==> config.mk <==
export PLATFORM = sky130hd
export DESIGN_NAME = mem2io_ws_flat
export DESIGN_NICKNAME = d
export VERILOG_FILES = /design/src/rtl/slc3_pkg.sv /design/src/rtl/mem2io_ws_if.sv /design/src/rtl/sync2.sv /design/src/rtl/mem2io_ws.sv /design/src/flat_wrapper.sv
export SDC_FILE = /design/constraint.sdc
export NUM_CORES = 1
export LEC_CHECK = 0
export BUFFER_PORTS_ARGS = -buffer_cell sky130_fd_sc_hd__buf_2
export CAP_MARGIN = 20
export CELL_PAD_IN_SITES_DETAIL_PLACEMENT = 0
export CELL_PAD_IN_SITES_GLOBAL_PLACEMENT = 1
export CORE_UTILIZATION = 39
export DETAILED_ROUTE_END_ITERATION = 7
export PLACE_DENSITY_LB_ADDON = 0.1
export SYNTH_ARGS = -nofsm -noshare
export SYNTH_HDL_FRONTEND = slang
export SYNTH_HIERARCHICAL = 1
export SYNTH_SLANG_ARGS = --single-unit
==> constraint.sdc <==
create_clock -name Clk -period 3.09 [get_ports Clk]
set_clock_uncertainty 0.2 [all_clocks]
set_input_delay 0.618 -clock Clk [delete_from_list [all_inputs] [get_ports Clk]]
set_output_delay 0.618 -clock Clk [all_outputs]
set_load 0.1 [all_outputs]
==> src/rtl/slc3_pkg.sv <==
// Shared SLC-3 definitions: memory controller state encoding and bus defaults
// used by the datapath, the ISDU and the memory/I-O controller.
package slc3_pkg;

   localparam int          DEF_DATA_W  = 16;
   localparam logic [15:0] DEF_IO_ADDR = 16'hFFFF;

   typedef enum logic [1:0] {
      IDLE   = 2'd0,
      IO     = 2'd1,
      ACCESS = 2'd2,
      DONE   = 2'd3
   } mem_state_t;

   // A wait counter always needs at least one bit, even with zero wait states.
   function automatic int cnt_width(input int wait_cycles);
      return (wait_cycles > 0) ? $clog2(wait_cycles + 1) : 1;
   endfunction

endpackage

==> src/rtl/mem2io_ws_if.sv <==
// CPU-side request/response bus of the memory/I-O controller.
// The master is the datapath (MAR/MDR side); the slave is mem2io_ws.
interface mem2io_ws_if
   import slc3_pkg::*;
#(
   parameter int DATA_W     = DEF_DATA_W,
   parameter int CPU_ADDR_W = 16
);

   logic                  req_valid;
   logic                  req_ready;
   logic                  req_we;
   logic [CPU_ADDR_W-1:0] req_addr;
   logic [DATA_W-1:0]     req_wdata;
   logic                  resp_valid;
   logic [DATA_W-1:0]     resp_rdata;

   modport master (
      output req_valid, req_we, req_addr, req_wdata,
      input  req_ready, resp_valid, resp_rdata
   );

   modport slave (
      input  req_valid, req_we, req_addr, req_wdata,
      output req_ready, resp_valid, resp_rdata
   );

endinterface

==> src/rtl/sync2.sv <==
// Parametrised-width two-flop synchroniser for slow asynchronous inputs
// such as board switches.
module sync2 #(
   parameter int WIDTH = 16
) (
   input  logic             Clk,
   input  logic             Reset,
   input  logic [WIDTH-1:0] d,
   output logic [WIDTH-1:0] q
);

   logic [WIDTH-1:0] meta_q;
   logic [WIDTH-1:0] sync_q;

   always_ff @(posedge Clk or posedge Reset) begin
      if (Reset) begin
         meta_q <= '0;
         sync_q <= '0;
      end else begin
         meta_q <= d;
         sync_q <= meta_q;
      end
   end

   assign q = sync_q;

endmodule

==> src/rtl/mem2io_ws.sv <==
// SLC-3 memory/I-O controller: valid/ready requests to a 1Mx16 SRAM with
// configurable wait states, plus one memory-mapped switch/hex-display register.
//
// state  | meaning
// IDLE   | ready for a request; SRAM deselected
// IO     | one-cycle switch read or hex write at IO_ADDR; SRAM untouched
// ACCESS | SRAM selected for WAIT_CYCLES+1 cycles; read data captured on the last
// DONE   | strobes released, write data still driven for hold; response pulse
module mem2io_ws
   import slc3_pkg::*;
#(
   parameter int                    DATA_W      = DEF_DATA_W,
   parameter int                    CPU_ADDR_W  = 16,
   parameter int                    SRAM_ADDR_W = 20,
   parameter int                    NUM_HEX     = 4,
   parameter int                    WAIT_CYCLES = 2,
   parameter logic [CPU_ADDR_W-1:0] IO_ADDR     = CPU_ADDR_W'(DEF_IO_ADDR)
) (
   input  logic                   Clk,
   input  logic                   Reset,
   mem2io_ws_if.slave             bus,
   input  logic [DATA_W-1:0]      switches,
   output logic [4*NUM_HEX-1:0]   hex_out,
   output logic [SRAM_ADDR_W-1:0] sram_addr,
   output logic                   sram_ce_n,
   output logic                   sram_oe_n,
   output logic                   sram_we_n,
   output logic                   sram_ub_n,
   output logic                   sram_lb_n,
   output logic [DATA_W-1:0]      sram_wdata,
   input  logic [DATA_W-1:0]      sram_rdata,
   output logic                   sram_drive_en
);

   localparam int CNT_W = cnt_width(WAIT_CYCLES);
   localparam int HEX_W = 4 * NUM_HEX;

   mem_state_t            state_q, state_d;
   logic [CNT_W-1:0]      cnt_q, cnt_d;
   logic [CPU_ADDR_W-1:0] addr_q, addr_d;
   logic                  we_q, we_d;
   logic [DATA_W-1:0]     wdata_q, wdata_d;
   logic [DATA_W-1:0]     rdata_q, rdata_d;
   logic [HEX_W-1:0]      hex_q, hex_d;
   logic [DATA_W-1:0]     sw_sync;

   sync2 #(.WIDTH(DATA_W)) u_sw_sync (
      .Clk   (Clk),
      .Reset (Reset),
      .d     (switches),
      .q     (sw_sync)
   );

   always_ff @(posedge Clk or posedge Reset) begin
      if (Reset) begin
         state_q <= IDLE;
         cnt_q   <= '0;
         addr_q  <= '0;
         we_q    <= 1'b0;
         wdata_q <= '0;
         rdata_q <= '0;
         hex_q   <= '0;
      end else begin
         state_q <= state_d;
         cnt_q   <= cnt_d;
         addr_q  <= addr_d;
         we_q    <= we_d;
         wdata_q <= wdata_d;
         rdata_q <= rdata_d;
         hex_q   <= hex_d;
      end
   end

   always_comb begin
      state_d        = state_q;
      cnt_d          = cnt_q;
      addr_d         = addr_q;
      we_d           = we_q;
      wdata_d        = wdata_q;
      rdata_d        = rdata_q;
      hex_d          = hex_q;
      bus.req_ready  = 1'b0;
      bus.resp_valid = 1'b0;
      sram_ce_n      = 1'b1;
      sram_oe_n      = 1'b1;
      sram_we_n      = 1'b1;
      sram_ub_n      = 1'b1;
      sram_lb_n      = 1'b1;
      sram_drive_en  = 1'b0;

      unique case (state_q)
         IDLE: begin
            bus.req_ready = 1'b1;
            if (bus.req_valid) begin
               addr_d  = bus.req_addr;
               we_d    = bus.req_we;
               wdata_d = bus.req_wdata;
               if (bus.req_addr == IO_ADDR) begin
                  state_d = IO;
                  // Loaded on accept so the display shows the value during the IO cycle.
                  if (bus.req_we) hex_d = bus.req_wdata[HEX_W-1:0];
               end else begin
                  state_d = ACCESS;
                  cnt_d   = CNT_W'(WAIT_CYCLES);
               end
            end
         end

         IO: begin
            bus.resp_valid = 1'b1;
            if (!we_q) rdata_d = sw_sync;
            state_d = IDLE;
         end

         ACCESS: begin
            sram_ce_n = 1'b0;
            sram_ub_n = 1'b0;
            sram_lb_n = 1'b0;
            if (we_q) begin
               sram_we_n     = 1'b0;
               sram_drive_en = 1'b1;
            end else begin
               sram_oe_n = 1'b0;
            end
            if (cnt_q == '0) begin
               state_d = DONE;
               if (!we_q) rdata_d = sram_rdata;
            end else begin
               cnt_d = cnt_q - 1'b1;
            end
         end

         DONE: begin
            bus.resp_valid = 1'b1;
            sram_drive_en  = we_q;
            state_d        = IDLE;
         end

         default: state_d = IDLE;
      endcase
   end

   // During an IO read the synchronised switches are presented directly so the
   // data is valid alongside the response pulse; the register holds it after.
   assign bus.resp_rdata = ((state_q == IO) && !we_q) ? sw_sync : rdata_q;
   assign hex_out        = hex_q;
   assign sram_addr      = SRAM_ADDR_W'(addr_q);
   assign sram_wdata     = wdata_q;

endmodule

==> src/flat_wrapper.sv <==
// flat-port wrapper written by rule: the top's interface ports become plain ports
module mem2io_ws_flat import slc3_pkg::*;
#(
   parameter int                    DATA_W      = DEF_DATA_W,
   parameter int                    CPU_ADDR_W  = 16,
   parameter int                    SRAM_ADDR_W = 20,
   parameter int                    NUM_HEX     = 4,
   parameter int                    WAIT_CYCLES = 2,
   parameter logic [CPU_ADDR_W-1:0] IO_ADDR     = CPU_ADDR_W'(DEF_IO_ADDR)
)
  (Clk, Reset, switches, hex_out, sram_addr, sram_ce_n, sram_oe_n, sram_we_n, sram_ub_n, sram_lb_n, sram_wdata, sram_rdata, sram_drive_en, bus_req_valid, bus_req_we, bus_req_addr, bus_req_wdata, bus_req_ready, bus_resp_valid, bus_resp_rdata);
  mem2io_ws_if #(.DATA_W(DATA_W), .CPU_ADDR_W(CPU_ADDR_W)) bus_i ();
  input  logic Clk;
  input  logic Reset;
  input  logic [DATA_W-1:0] switches;
  output logic [4*NUM_HEX-1:0] hex_out;
  output logic [SRAM_ADDR_W-1:0] sram_addr;
  output logic sram_ce_n;
  output logic sram_oe_n;
  output logic sram_we_n;
  output logic sram_ub_n;
  output logic sram_lb_n;
  output logic [DATA_W-1:0] sram_wdata;
  input  logic [DATA_W-1:0] sram_rdata;
  output logic sram_drive_en;
  input wire logic [$bits(bus_i.req_valid)-1:0] bus_req_valid;
  input wire logic [$bits(bus_i.req_we)-1:0] bus_req_we;
  input wire logic [$bits(bus_i.req_addr)-1:0] bus_req_addr;
  input wire logic [$bits(bus_i.req_wdata)-1:0] bus_req_wdata;
  output wire logic [$bits(bus_i.req_ready)-1:0] bus_req_ready;
  output wire logic [$bits(bus_i.resp_valid)-1:0] bus_resp_valid;
  output wire logic [$bits(bus_i.resp_rdata)-1:0] bus_resp_rdata;
  assign bus_i.req_valid = bus_req_valid;
  assign bus_i.req_we = bus_req_we;
  assign bus_i.req_addr = bus_req_addr;
  assign bus_i.req_wdata = bus_req_wdata;
  assign bus_req_ready = bus_i.req_ready;
  assign bus_resp_valid = bus_i.resp_valid;
  assign bus_resp_rdata = bus_i.resp_rdata;
  mem2io_ws #(.DATA_W(DATA_W), .CPU_ADDR_W(CPU_ADDR_W), .SRAM_ADDR_W(SRAM_ADDR_W), .NUM_HEX(NUM_HEX), .WAIT_CYCLES(WAIT_CYCLES), .IO_ADDR(IO_ADDR)) u_core (.Clk(Clk), .Reset(Reset), .bus(bus_i), .switches(switches), .hex_out(hex_out), .sram_addr(sram_addr), .sram_ce_n(sram_ce_n), .sram_oe_n(sram_oe_n), .sram_we_n(sram_we_n), .sram_ub_n(sram_ub_n), .sram_lb_n(sram_lb_n), .sram_wdata(sram_wdata), .sram_rdata(sram_rdata), .sram_drive_en(sram_drive_en));
endmodule
==> results of run 1 <==
[cells by family after synthesis]
family | after synthesis
buffers and inverters | 25
adder cells (fa/ha/maj) | 1
AO/OA/AOI/OAI | 25
multiplexers | 81
AND/OR/NAND/NOR | 36
flip-flops | 101
other | 1
[per-stage QoR]
| stage | worst slack (ns) | cell area (µm²) | utilization, % | hold slack, ns | cells |
|---|---|---|---|---|---|
| after floorplan | 0.344 | 3980 | - | 0.131 | 273 |
| after global placement | 0.673 | 5030 | 51.2 | 0.132 | 532 |
| after detailed placement | 0.615 | 5030 | 51.2 | 0.135 | 532 |
| after CTS | 0.216 | 5190 | 52.8 | 0.0436 | 548 |
| after global routing | 0.117 | 5190 | 52.8 | 0.0432 | 548 |
| final | 0.246 | 5190 | 52.8 | 0.0410 | 548 |
[registers in the layout (all words and copies together), names as in the netlist]
register / count
u_core/addr_q: 16
u_core/hex_out: 16
u_core/rdata_q: 16
u_core/sram_wdata: 16
u_core/u_sw_sync/meta_q: 16
u_core/u_sw_sync/q: 16
u_core/cnt_q: 2
u_core/state_q: 2
u_core/we_q: 1
[routing by layer]
layer	vias to the layer above	GRT usage (%)
li1	1203	-
met1	1217	22.9
met2	84	23.8
met3	4	5.76
met4	2	5.20
met5	-	0
[critical path, stage by stage (launching register included)]
cell      delay [ns]
dfrtp_1         0.49
nand2b_1        0.23
nor2_2          0.14
buf_4           0.25
mux2_2          0.39
buf_12          0.17
[final timing paths]
path | startpoint | cells past startpoint | end
min in group Clk | u_core/u_sw_sync/meta_q[10]$_DFF_PP0_ | 0 | u_core/u_sw_sync/q[10]$_DFF_PP0_
worst min register to register | u_core/u_sw_sync/meta_q[10]$_DFF_PP0_ | 0 | u_core/u_sw_sync/q[10]$_DFF_PP0_
worst max-delay path | u_core/state_q[1]$_DFFE_PP0P_ | 5 | bus_resp_rdata[10]
max in group asynchronous | Reset | 3 | u_core/u_sw_sync/q[10]$_DFF_PP0_
worst max register to register | u_core/state_q[0]$_DFFE_PP0P_ | 4 | u_core/sram_wdata[5]$_DFFE_PP0P_
worst min-delay path | Reset | 2 | u_core/rdata_q[4]$_DFFE_PP0P_
[layout make-up]
class | count | area (µm²)
inverters | 6 | 22.5
clock buffers | 12 | 135
multi-input cells | 147 | 1320
repair buffers | 145 | 993
clock inverters | 4 | 25.0
fillers | 913 | 4630
well taps | 133 | 166
flip-flops and latches | 101 | 2530
[layout by cell type, fill, tap and decap left out, drive strengths merged, types with 2 or more instances in the layout]
master      n
clkinvlp    2
nand2b      3
dfrtp     101
nand3       2
buf       145
nand2       2
mux2i      16
and2        2
clkbuf     12
a21oi      21
inv         6
clkinv      2
nor2       19
mux2       65
nand4       4
conb        4
==> run metrics, run 1 <==
unrepaired setup endpoints after global routing=no; most common flop cell mapped by yosys=dfrtp_1; largest net degree at the start of global routing=56; crit path capture type=primary output; sum of overflow across all layers after global routing=0; synthesized instance count=270; fraction of synthesis flops using an asynchronous set or reset pin=100%; Mapped Area=3970 µm²; IO Pins=144; final hold viol count=0; Post-Synthesis Mean Instance Area=14.7 µm²; CTS H-tree depth=3; number of buffers between clock root and the deepest sink=2; Root Buffer=clkbuf_8; number of global-route vias before repair=2509; Total Wirelength=8.16 mm; horizontal die dimension=103 µm; Critical Path Start Type=flop; global-route wire length before repair=12.9 mm; initial antenna violation count=1; cells resized by post-CTS repair=0; # Post-CTS Setup Buffers=0; Die Height=103 µm; Yosys top cell by area=dfrtp_1; starting density of the core=40.4%; fraction of synthesized cell area taken by the top area cell type=63.7%; simple-gate share of the synthesized area=5.46%; min Tclk post-route=2.84 ns; count of final setup violators=0; total negative setup slack=0 ns; count leader, synth=dfrtp_1; top cells by count, synth=101 x dfrtp_1, 55 x mux2_2, 21 x a21oi_1, 16 x mux2i_1, 16 x nor2_1; minimum setup slack among reg-to-reg paths=1.13 ns; Area Overhead vs Synth=30.8%; average vias per placed instance=4.58; share of the yosys chip area belonging to registers=63.7%; clock latency of the later-clocked register in the worst-skew pair=0.35 ns; type of the worst setup path=reg -> out; max-cap violation count=0; number of I/O port buffers=139; post-synthesis mux area share=23.4%; Max FO, Critical Path=15; amount of wire on met2 after detailed routing=3.76 mm; number of inserted diodes=0; routed metal-1 wirelength=3.79 mm; Iter 0 DRT Violations=51; register bit total from synthesis=101; number of optimization iterations in the first detailed-route pass=4; number of synthesized flops with an enable pin=0; classification of the worst-slack hold path=in -> async; met3 layer wire length in the routed design=566 µm; DP Wirelength=5.90 mm; fraction of final layout cells with drive strength greater than 1=56.4%; Post-route DRC=0; f_max=352 MHz; outcome=completed; period utilization=92.0%; topmost layer with routed signal wires=met5; total number of clock tree sinks=101; weighted congestion at the end of routability-driven global placement=0.725; area of the placeable core=9820 µm²; detailed-route via count=2510; Worst Path Required=2.27 ns; die area=10600 µm²; Post-DRT Antenna Nets=0; number of CTS-inserted buffers=9; arrival time at the worst endpoint=2.03 ns; distinct cell type count after synthesis=32; Synth Area in XOR/XNOR=0%; largest cells by area after synthesis=dfrtp_1 64%, mux2_2 16%, mux2i_1 4.0%, mux2_4 3.8%, a21oi_1 2.6%; Pins Over Slew Limit=0; count of hold-fix buffers inserted at cts=0; share of the synthesized area in compound gates (AO/OA/AOI/OAI)=3.50%; area share of fa/ha/maj cells after synthesis=0.315%; Synth Warn #=6; dominant combinational cell family by area after synthesis=multiplexers; TritonCTS clock tree=done; Clock Pin Slew Worst Setup and Hold Paths=0.09 ns; overall track demand over capacity in global routing=16.3%; average routed wire per standard cell=14.9 µm; cell row count=36; number of nets in the layout=479
Power of run 1 is left out: the tool's default activity adds up to more than one toggle a clock period on the data nets, which glitch-free logic cannot reach.
==> run 2: changes to the inputs <==
CORE_UTILIZATION = 35   (was 39)
clock period = 2.5 ns   (was 3.09 ns; I/O delays follow)
==> run metrics, run 2 (synthesis results as in run 1) <==
outcome=completed; worst max-slew margin expressed relative to the limit=58.2%; average routed wire per standard cell=14.5 µm (-2.5%); global-route wire length before repair=13.1 mm (+1.7%); number of I/O port buffers=139 (unchanged); Die Height=108 µm (+5.5%); number of optimization iterations in the first detailed-route pass=4 (unchanged); IO Pins=144 (unchanged); classification of the worst-slack hold path=in -> async; final hold viol count=0 (unchanged); type of the worst setup path=reg -> out; starting density of the core=36.3% (-4.1 points); combined area of the multi-input logic cells=1320 µm² (+0.29%); worst setup slack after layout=0.0563 ns (-0.190 ns); Pins Over Slew Limit=0 (unchanged); overall track demand over capacity in global routing=15.1% (-1.2 points); TritonCTS clock tree=done; Reg area=2530 µm² (unchanged); max-cap violation count=0 (unchanged); total number of clock tree sinks=101 (unchanged); Iter 0 DRT Violations=60 (+18%); number of CTS-inserted buffers=9 (unchanged); actual transition at the worst max-transition pin=0.627 ns; worst hold margin=0.0476 ns (+0.00657 ns); cell row count=38 (+5.6%); fraction of final layout cells with drive strength greater than 1=58.0% (+1.6 points); Total Wirelength=8.22 mm (+0.72%); average vias per placed instance=4.50 (-1.8%); Critical Path Start Type=flop; leading cell type in the layout, fill and taps excluded=buf_2; number of buffers between clock root and the deepest sink=2 (unchanged); weighted congestion at the end of routability-driven global placement=0.692 (-4.6%); utilization of the core after routing=50.0% (-2.8 points); count of hold-fix buffers inserted at cts=0 (unchanged); initial antenna violation count=0 (-1); arrival time at the worst endpoint=1.74 ns (-0.29 ns); unrepaired setup endpoints after global routing=yes; worst-case setup slack after placement=0.239 ns (-0.377 ns); fillers=994 (+8.9%); total negative setup slack=0 ns (unchanged); clock latency of the later-clocked register in the worst-skew pair=0.33 ns (-0.02 ns); number of global-route vias before repair=2631 (+4.9%); Worst setup startpoint=u_core/state_q[1]$_DFFE_PP0P_; min Tclk post-route=2.44 ns; most used cells in the layout excluding fill and tap cells=123 x buf_2, 101 x dfrtp_1, 55 x mux2_2, 20 x a21oi_1, 18 x buf_12; sum of overflow across all layers after global routing=0 (unchanged); period utilization=97.7%; crit path capture type=primary output; detailed-route via count=2545 (+1.4%); CTS H-tree depth=3 (unchanged); critical register-to-register path startpoint=u_core/state_q[0]$_DFFE_PP0P_; Post-DRT Antenna Nets=0 (unchanged); Max FO, Critical Path=7 (-8); largest net degree at the start of global routing=33 (-41%); Clock Pin Slew Worst Setup and Hold Paths=0.07 ns (-0.02 ns); DP Wirelength=6.06 mm (+2.9%); area of the placeable core=10900 µm² (+11%); f_max=409 MHz; count of final setup violators=0 (unchanged); Root Buffer=clkbuf_16; Post-route DRC=0 (unchanged); Worst Path Required=1.80 ns (-0.47 ns); number of nets in the layout=490 (+2.3%); number of inserted diodes=0 (unchanged); Area Overhead vs Synth=37.9%; horizontal die dimension=108 µm (+5.5%); die area=11800 µm² (+11%)
run 2: cell count changes in the layout (fill, tap and decap cells not counted), sizes merged:
cell and change:
clkbuf -1, bufinv +2, buf +11, clkinvlp -1
run 2: worst paths after layout:
| check | cells past startpoint | slack, ns | to |
|---|---|---|---|
| worst min-delay path | 2 | 0.05 | u_core/hex_out[3]$_DFFE_PP0P_ |
| max in group asynchronous | 3 | 1.49 | u_core/addr_q[4]$_DFFE_PP0P_ |
| worst max-delay path | 5 | 0.06 | bus_resp_rdata[12] |
| worst max register to register | 5 | 0.58 | u_core/hex_out[6]$_DFFE_PP0P_ |
| min in group Clk | 1 | 0.07 | u_core/u_sw_sync/meta_q[6]$_DFF_PP0_ |
| worst min register to register | 0 | 0.15 | u_core/u_sw_sync/q[9]$_DFF_PP0_ |
run 2: metal layers:
layer | share of wire (%) | vias up | global-route usage (%)
met2 | 48 | 76 | 24.0
met5 | 0 | - | 0
met4 | 1.5 | 0 | 5.50
li1 | - | 1234 | -
met1 | 43 | 1226 | 18.9
met3 | 7.2 | 9 | 5.30
run 2: repair_timing:
item | 4_1_cts | 5_1_grt
buffers inserted | 0 | 6
resized for setup | 0 | 1
endpoints found under the setup margin | 0 | 12
run 2: area by class of cell:
type,count,share of cell area [%]
clock buffers,11,4.44
multi-input cells,147,24.2
flip-flops and latches,101,46.2
repair buffers,156,20.0
inverters,6,0.481
well taps,140,3.20
clock inverters,5,1.51
run 2: worst max-delay path, stage by stage, from the launching register on:
cell	delay, ns
dfrtp_1	0.37
nand2b_1	0.17
nor2_2	0.12
buf_4	0.18
mux2_2	0.38
buf_12	0.17
run 2: through the flow:
| stage | instances | cell area (µm²) |
|---|---|---|
| 3_3_place_gp | 544 | 5090 |
| 2_1_floorplan | 273 | 4010 |
| 4_1_cts | 560 | 5420 |
| 3_5_place_dp | 544 | 5090 |
| 5_1_grt | 566 | 5470 |
| 6_report | 566 | 5470 |
Power of run 2 is left out for the same reason.
==> run 3: changes to the inputs <==
--- a/constraint.sdc
+++ b/constraint.sdc
@@ -3,3 +3,3 @@
 set_input_delay 0.5 -clock Clk [delete_from_list [all_inputs] [get_ports Clk]]
 set_output_delay 0.5 -clock Clk [all_outputs]
-set_load 0.1 [all_outputs]
+set_load 0.005 [all_outputs]
==> run metrics, run 3 (synthesis results as in run 1) <==
Worst Path Required=1.80 ns (about the same); utilization of the core after routing=46.7% (-3.3 points); largest net degree at the start of global routing=70 (+110%); clock latency of the later-clocked register in the worst-skew pair=0.33 ns (about the same); Pins Over Slew Limit=0 (unchanged); crit path capture type=primary output; Die Height=108 µm (unchanged); worst-case setup slack after placement=0.255 ns (+0.0163 ns); minimum setup slack among reg-to-reg paths=0.67 ns (+0.09 ns); number of buffers between clock root and the deepest sink=2 (unchanged); number of global-route vias before repair=2624 (-0.27%); fillers=1013 (+1.9%); global-route wire length before repair=13.2 mm (+0.16%); capture instance of the worst register-to-register path=u_core/hex_out[2]$_DFFE_PP0P_; Area Overhead vs Synth=28.8%; combined area of the multi-input logic cells=1320 µm² (-0.28%); FF-to-FF path depth=5 (unchanged); Max FO, Critical Path=16 (+9); type of the worst setup path=reg -> out; average vias per placed instance=4.60 (+2.3%); TritonCTS clock tree=done; number of nets in the layout=483 (-1.4%); IO Pins=144 (unchanged); unrepaired setup endpoints after global routing=no; final hold viol count=0 (unchanged); Post-DRT Antenna Nets=0 (unchanged); Reg area=2530 µm² (unchanged); total number of clock tree sinks=101 (unchanged); classification of the worst-slack hold path=in -> reg; initial antenna violation count=0 (unchanged); min Tclk post-route=2.39 ns (-0.0562 ns); number of optimization iterations in the first detailed-route pass=4 (unchanged); number of I/O port buffers=139 (unchanged); number of stages on the worst hold path=1; arrival time at the worst endpoint=1.69 ns (-0.05 ns); Iter 0 DRT Violations=52 (-13%); leading cell type in the layout, fill and taps excluded=buf_2; total negative setup slack=0 ns (unchanged); power share of the combinational group=34.3%; internal power=3.77 mW; power density over cell area=1050 nW/µm²; sequential group share of total power=42.6%; maximum vdd drop=0.412 mV; Total Wirelength=8.26 mm (+0.41%); horizontal die dimension=108 µm (unchanged); reported net switching power=1.59 mW; endpoint of the worst hold path=u_core/u_sw_sync/meta_q[3]$_DFF_PP0_; number of CTS-inserted buffers=9 (unchanged); DP Wirelength=5.86 mm (-3.4%); detailed-route via count=2561 (+0.63%); die area=11800 µm² (unchanged); period utilization=95.5% (-2.2 points); Cell Count Post-Placement=542 (-0.37%); worst setup slack after layout=0.112 ns (+0.0562 ns); weighted congestion at the end of routability-driven global placement=0.741 (+7.1%); count of final setup violators=0 (unchanged); max-cap violation count=0 (unchanged); starting density of the core=36.3% (unchanged); number of inserted diodes=0 (unchanged); fraction of final layout cells with drive strength greater than 1=57.1% (-0.91 points); Critical Path Start Type=flop; sum of overflow across all layers after global routing=0 (unchanged); CTS H-tree depth=3 (unchanged); Static Leak=2.55 nW; non-filler cells in the finished layout=557 (-1.6%); switching share of power=29.7%; # Post-CTS Setup Buffers=0 (unchanged); hold_sp=switches[3]; Root Buffer=clkbuf_16; cell row count=38 (unchanged); Post-route DRC=0 (unchanged); area of the placeable core=10900 µm² (unchanged); Clock Pin Slew Worst Setup and Hold Paths=0.07 ns (about the same); Overall Power=5.36 mW; average routed wire per standard cell=14.8 µm (+2.0%); clock group share of total power=23.1%; overall track demand over capacity in global routing=14.9% (-0.18 points); outcome=completed; f_max=419 MHz (+2.4%); most used cells in the layout excluding fill and tap cells=139 x buf_2, 101 x dfrtp_1, 55 x mux2_2, 20 x a21oi_1; critical register-to-register path startpoint=u_core/state_q[1]$_DFFE_PP0P_
[run 3: cell types whose count changed in the layout (fill, tap and decap cells not counted), sizes merged]
cell / before / now
dlygate4sd3: 0 / 1
clkbuf: 11 / 10
buf: 156 / 148
clkinv: 2 / 3
bufinv: 2 / 0
[run 3: power by group through the flow]
stage                     clock (mW)  combinational, mW  sequential (mW)
final                           1.24               1.84             2.29
after global routing            1.37               2.03             2.34
after CTS                       1.30               1.89             2.29
after detailed placement           0               1.88             2.32
after global placement             0               1.86             2.30
after floorplan                    0               1.14             2.32
[run 3: metrics by stage]
step / instance area [µm²] / hold WS (ns)
finish: 5110 / 0.0700
global route: 5110 / 0.0499
global placement: 4830 / 0.132
CTS: 5110 / 0.0566
detailed placement: 4830 / 0.136
floorplan: 3980 / 0.131
[run 3: worst max path at each step]
stage,from,to,cells past startpoint
2_1_floorplan,Reset,u_core/addr_q[0]$_DFFE_PP0P_,1
3_3_place_gp,bus_req_addr[15],u_core/hex_out[1]$_DFFE_PP0P_,5
3_5_place_dp,bus_req_addr[15],u_core/hex_out[2]$_DFFE_PP0P_,5
4_1_cts,u_core/state_q[1]$_DFFE_PP0P_,bus_resp_rdata[5],5
5_1_grt,u_core/state_q[1]$_DFFE_PP0P_,bus_resp_rdata[15],5
6_report,u_core/state_q[1]$_DFFE_PP0P_,bus_resp_rdata[10],5
[run 3: area by class of cell]
type                    count  share of cell area (%)
clock buffers              10                    4.68
clock inverters             4                   0.514
inverters                   6                   0.441
multi-input cells         147                    25.8
flip-flops and latches    101                    49.5
well taps                 140                    3.43
repair buffers            149                    15.7
[run 3: what timing repair did]
| action | in CTS | in global routing |
|---|---|---|
| hold endpoints to repair | 3 | 0 |
| setup endpoints to repair | 0 | 11 |
| gates resized for setup | 0 | 1 |
| hold buffers | 1 | 0 |
[run 3: per-layer routing]
layer  global-route usage (%)  routed length [µm]  part of all wire (%)
met1                     18.6                3560                    43
met4                     6.27                 142                   1.7
met2                     24.0                3990                    48
met3                     4.46                 564                   6.8
met5                        0                   0                     0
[run 3: critical path, stage by stage (launching register included)]
cell	delay [ns]
dfrtp_1	0.37
nand2b_1	0.18
nor2_2	0.10
buf_6	0.21
mux2_2	0.37
buf_2	0.13
(Power assumes the default switching activity.)
